===== config.mk =====
export PLATFORM = sky130hd
export DESIGN_NAME = tia_lfsr_counter
export DESIGN_NICKNAME = d
export VERILOG_FILES = /design/src/rtl/tia_lfsr_counter.sv
export SDC_FILE = /design/constraint.sdc
export NUM_CORES = 1
export LEC_CHECK = 0
export ABC_AREA = 1
export CORE_AREA = 3 3 40 42
export DETAILED_ROUTE_END_ITERATION = 7
export DIE_AREA = 0 0 43 45
export HOLD_SLACK_MARGIN = 0.12
export PLACE_DENSITY = 0.76
export REMOVE_ABC_BUFFERS = 1
export SETUP_SLACK_MARGIN = 0.1
export SLEW_MARGIN = 40
export SYNTH_ARGS = -nofsm -noshare
export SYNTH_HDL_FRONTEND = slang
export SYNTH_SLANG_ARGS = --single-unit

===== constraint.sdc =====
create_clock -name clk -period 1 [get_ports clk]
set_input_delay 0.25 -clock clk [delete_from_list [all_inputs] [get_ports clk]]
set_output_delay 0.25 -clock clk [all_outputs]
set_load 0.005 [all_outputs]

===== src/rtl/tia_lfsr_counter.sv =====
// tia_lfsr_counter: parametrised XNOR-feedback LFSR counter with a programmable terminal state.
// Define LOCKUP_DETECT_EN to add sticky all-ones lockup detection and recovery (lockup port).
module tia_lfsr_counter #(
  parameter int unsigned      WIDTH     = 6,
  parameter logic [WIDTH-1:0] TAPS      = 6'b110000,
  parameter logic [WIDTH-1:0] END_STATE = 6'b001010
) (
  input  logic             clk,
  input  logic             reset,
  input  logic             en,
  input  logic             rsyn,
  input  logic             load,
  input  logic [WIDTH-1:0] load_value,
  output logic [WIDTH-1:0] out,
  output logic             wrap,
  output logic             rsynd
`ifdef LOCKUP_DETECT_EN
  ,
  output logic             lockup
`endif
);

  // One action is taken per clock, chosen by a fixed priority.
  typedef enum logic [2:0] {
    ACT_HOLD,
    ACT_RESTART,
    ACT_LOAD,
    ACT_WRAP,
    ACT_RECOVER,
    ACT_STEP
  } action_e;

`ifdef LOCKUP_DETECT_EN
  localparam logic [WIDTH-1:0] ALL_ONES = '1;
`endif

  action_e          action_c;
  logic             fb_c;
  logic [WIDTH-1:0] out_nxt;
  logic             wrap_nxt;
`ifdef LOCKUP_DETECT_EN
  logic             lockup_nxt;
`endif

  // Action select: rsyn > load > terminal wrap > lockup recovery > step > hold.
  always_comb begin
    action_c = ACT_HOLD;
    if (rsyn) begin
      action_c = ACT_RESTART;
    end else if (load) begin
      action_c = ACT_LOAD;
    end else if (en && (out == END_STATE)) begin
      action_c = ACT_WRAP;
`ifdef LOCKUP_DETECT_EN
    end else if (en && (out == ALL_ONES)) begin
      action_c = ACT_RECOVER;
`endif
    end else if (en) begin
      action_c = ACT_STEP;
    end
  end

  // XNOR of the tapped bits; all-ones maps onto itself.
  assign fb_c = ~^(out & TAPS);

  // Next-state and next-output decode.
  always_comb begin
    out_nxt  = out;
    wrap_nxt = 1'b0;
`ifdef LOCKUP_DETECT_EN
    lockup_nxt = lockup;
`endif
    unique case (action_c)
      ACT_RESTART: out_nxt = '0;
      ACT_LOAD:    out_nxt = load_value;
      ACT_WRAP: begin
        out_nxt  = '0;
        wrap_nxt = 1'b1;
      end
      ACT_RECOVER: begin
        out_nxt = '0;
`ifdef LOCKUP_DETECT_EN
        lockup_nxt = 1'b1;
`endif
      end
      ACT_STEP:    out_nxt = {out[WIDTH-2:0], fb_c};
      default:     out_nxt = out;
    endcase
  end

  // State and registered outputs.
  always_ff @(posedge clk or posedge reset) begin
    if (reset) begin
      out   <= '0;
      wrap  <= 1'b0;
      rsynd <= 1'b0;
`ifdef LOCKUP_DETECT_EN
      lockup <= 1'b0;
`endif
    end else begin
      out   <= out_nxt;
      wrap  <= wrap_nxt;
      rsynd <= rsyn;
`ifdef LOCKUP_DETECT_EN
      lockup <= lockup_nxt;
`endif
    end
  end

endmodule


==> results of run 1 <==
-- cells by family (layout without fill, tap and decap cells) --
kind of cell               count (synthesis)  count (layout)  share of synthesized area (%)
buffers and inverters                      6              40                           6.10
and+or+nand+nor                           20              20                           23.5
adders and majority gates                  1               1                           3.05
AOI/OAI and AO/OA                         13              13                           18.6
DFF                                        8               8                           48.8
-- cell usage after synthesis --
master   count
nor3_1       1
dfrtp_1      8
o21ai_1      6
a21oi_1      6
nor2_1       8
nor2_4       1
nand3_1      4
inv_4        1
nand2_1      3
ha_1         1
a21oi_4      1
inv_1        5
nand2_2      3
-- state kept, by name, indices dropped and copies added, names as in the netlist --
signal / count
out: 6
wrap: 1
rsynd: 1
-- worst paths after layout --
kind | to | depth (start not counted)
worst min-delay path | out[3]$_DFFE_PP0P_ | 2
min in group clk | out[3]$_DFFE_PP0P_ | 4
max in group asynchronous | out[2]$_DFFE_PP0P_ | 2
worst max register to register | out[2]$_DFFE_PP0P_ | 8
worst max-delay path | out[2]$_DFFE_PP0P_ | 8
worst min register to register | out[2]$_DFFE_PP0P_ | 3
-- metrics by stage --
step | cell area, um^2 | hold WS (ns) | TNS, ns | util, %
CTS | 716 | 0.243 | -1.25 | 55.7
global route | 791 | 0.259 | -1.76 | 61.5
finish | 791 | 0.234 | -1.19 | 61.5
floorplan | 410 | 0.0657 | -0.196 | -
global placement | 677 | 0.517 | -3.31 | 52.7
detailed placement | 677 | 0.525 | -3.55 | 52.7
-- per-layer routing --
metal	wire length, um	share of wire [%]	vias up	global-route usage [%]
met5	0	0	-	0
met4	25	1.9	0	9.04
met3	113	8.4	4	7.57
met2	667	49	21	21.3
met1	544	40	213	13.6
li1	-	-	229	-
-- final cells by class --
type / instances / share of cell area, %
multi-input cells: 34 / 35.0
well taps: 15 / 2.37
flip-flops and latches: 8 / 25.3
clock buffers: 3 / 2.85
inverters: 6 / 3.80
repair buffers: 31 / 30.7
-- layout by cell type (no fill, tap or decap), drive strengths merged --
| cell type | netlist | final |
|---|---|---|
| dlygate4sd2 | 0 | 2 |
| clkdlybuf4s50 | 0 | 7 |
| buf | 0 | 20 |
| a21oi | 7 | 7 |
| ha | 1 | 1 |
| nor2 | 9 | 9 |
| dfrtp | 8 | 8 |
| nand3 | 4 | 4 |
| nor3 | 1 | 1 |
| clkbuf | 0 | 4 |
| clkdlybuf4s15 | 0 | 1 |
| nand2 | 6 | 6 |
| inv | 6 | 6 |
| o21ai | 6 | 6 |
-- power groups by stage --
stage          Clock (W)  Combinational (W)  Sequential, W
3_5_place_dp           0           0.000227       0.000367
4_1_cts         0.000274           0.000241       0.000360
2_1_floorplan          0          0.0000698       0.000374
3_3_place_gp           0           0.000224       0.000367
5_1_grt         0.000298           0.000311       0.000362
6_report        0.000269           0.000290       0.000359
-- repair_timing --
item	4_1_cts	5_1_grt
pin swaps	3	10
endpoints found under the setup margin	15	15
buffers inserted	3	1
hold buffers	0	0
gates resized for setup	42	20
==> impl_results.rst, run 1 <==
.. list-table::
   :header-rows: 1

   * - Metric
     - Value
   * - Outcome
     - finished with violations
   * - Violations in the final reports
     - setup timing
   * - Dpl cells
     - 90
   * - Synth warn
     - 0
   * - Area added between synthesis and finish
     - 92.7%
   * - Power Internal
     - between 0.0006 and 0.0007 W
   * - Setup clock skew after layout
     - between 0.002 and 0.0025 ns
   * - Number of nets in the layout
     - 96
   * - Number of global-route vias before repair
     - 428
   * - Clock sink total
     - 8
   * - Power, Total
     - a little over 0.0009 W
   * - Cell taking the most area after synthesis
     - dfrtp_1
   * - Class of the most critical setup path
     - flop to flop
   * - Final routed DRC violation total
     - 0
   * - Power density normalized to cell area
     - about 1200 nW/um^2
   * - Total length of routed wires
     - approximately 1400 um
   * - IR Drop Worst-Case VDD
     - about 0.00064 V
   * - Peak Freq
     - approximately 830 MHz
   * - Max incr delay on CP
     - 0.39 ns
   * - Filler Cells Inserted
     - 116
   * - Required time of the critical path
     - about 1.2 ns
   * - Area of the mapped netlist
     - between 400 and 500 um^2
   * - Type of destination of the critical path
     - flop
   * - Transition time at the pin with the least slew margin
     - ~0.32 ns
   * - Register cell area after layout
     - approximately 200 um^2
   * - Routed via count divided by cell count
     - roughly 4.8
   * - Deepest level of the CTS H-tree
     - 1
   * - Shortest period the worst path allows
     - approximately 1.2 ns
   * - Number of nets still failing antenna checks after routing
     - 0
   * - Half-perimeter wire length of the detailed placement result
     - approximately 850 um
   * - Count of different cell masters after synthesis
     - 13
   * - Max Cap Viol
     - 0
   * - Final weighted congestion of routability-driven global placement
     - 0.891
   * - First-pass GRT wire length
     - 1770 um
   * - Part of the power in the clock network
     - between 20 and 30%
   * - Area of the core region
     - 1280 um^2
   * - Routed length per instance
     - ~14 um
   * - Sequential fraction of the synthesis area
     - between 40 and 50%
   * - Setup slack on the worst flop-to-flop path
     - -0.21 ns
   * - Data arrival, critical path
     - around 1.4 ns
   * - Clock-pin slew of the registers on the worst-case setup and hold paths
     - about 0.06 ns
   * - Proportion of layout cells with a drive suffix above 1
     - between 50% and 60%
   * - CTS tree
     - done
   * - Largest net degree at the start of global routing
     - 9
   * - Cell breakdown of the critical path
     - buf_6 -> inv_4 -> ha_4 -> nand2_4 -> nor2_4 -> nand2_4 -> nand3_2 -> a21oi_2
   * - Leading cell types by total area after synthesis
     - dfrtp_1, a21oi_1, o21ai_1, nor2_1, nand3_1
   * - Final critical-path setup slack
     - -0.212 ns
   * - Cell type with the highest occurrence count on the critical path
     - nand2_4
   * - Clock latency of the later-clocked register in the worst-skew pair
     - 0.27 ns
   * - Multi-input gate area in the final layout
     - between 200 and 300 um^2
   * - Overall Global Routing Usage
     - 13.4%
   * - Fin crit share
     - 121%
   * - Number of buffers created by CTS
     - 3
   * - Sw power
     - roughly 0.00028 W
   * - Vert. Die Dim
     - about 45 um
   * - Count of final max-slew check failures
     - 0
   * - Worst path bufs/invs
     - 2
   * - Power share of the combinational group
     - 31.6%
   * - Final number of setup-violating endpoints
     - 11
   * - Setup repair after global routing missed its margin
     - yes
   * - Top-level I/O count
     - 19
   * - Flip-flop and latch count after synthesis
     - 8
   * - Fin cells
     - 97
   * - Class of the tightest hold or removal check
     - input pin to async pin
   * - Library cell used as clock root buffer
     - clkbuf_4
   * - # port buffers
     - 18
   * - Number of iterations in the first detailed-routing pass
     - 4
   * - Aggregate global routing overflow
     - 0
   * - Switch share
     - around 31%
   * - Crit-path leading delay family
     - flip-flops
   * - Initial antenna violation count
     - 0
   * - Critical register-to-register path startpoint
     - out[5]$_DFFE_PP0P_
   * - Total via count in the routed design
     - between 400 and 500
   * - Worst setup slack after placement
     - -0.423 ns
   * - Register share of total power
     - 39.1%
   * - Drt initial violations
     - 11
   * - Crit Path Max Fanout
     - 5
   * - Max-slew headroom at the worst pin
     - about four fifths
   * - Nature of the critical path startpoint
     - flop
   * - Pleak
     - between 0.3 and 0.4 nW
   * - Total number of placement rows
     - 13
   * - Proportion of netlist area held by the largest area contributor
     - 48.8%
   * - Maximum clock path buffer count
     - 2
   * - Diodes inserted
     - 0
   * - Final-report hold violation count
     - 0
   * - Post-synthesis instance total
     - 48
   * - Synthesized area per cell
     - 8.55 um^2
   * - Slowest library cell on the worst path
     - dfrtp_1
   * - Die width
     - between 40 and 50 um
   * - Crit path from
     - out[5]$_DFFE_PP0P_
   * - Starting utilization of the core area
     - 31.9%
   * - DIE AREA
     - 1940 um^2
Note: power is estimated with default switching activity, not from simulation.
==> run 2: changes to the inputs <==
--- a/config.mk
+++ b/config.mk
@@ -9,7 +9,6 @@
 export CORE_AREA = 3 3 40 42
 export DETAILED_ROUTE_END_ITERATION = 7
 export DIE_AREA = 0 0 43 45
-export HOLD_SLACK_MARGIN = 0.12
 export PLACE_DENSITY = 0.76
 export REMOVE_ABC_BUFFERS = 1
 export SETUP_SLACK_MARGIN = 0.1
==> results of run 2 <==
Final layout, timing and power as in run 1 (identical DEF).
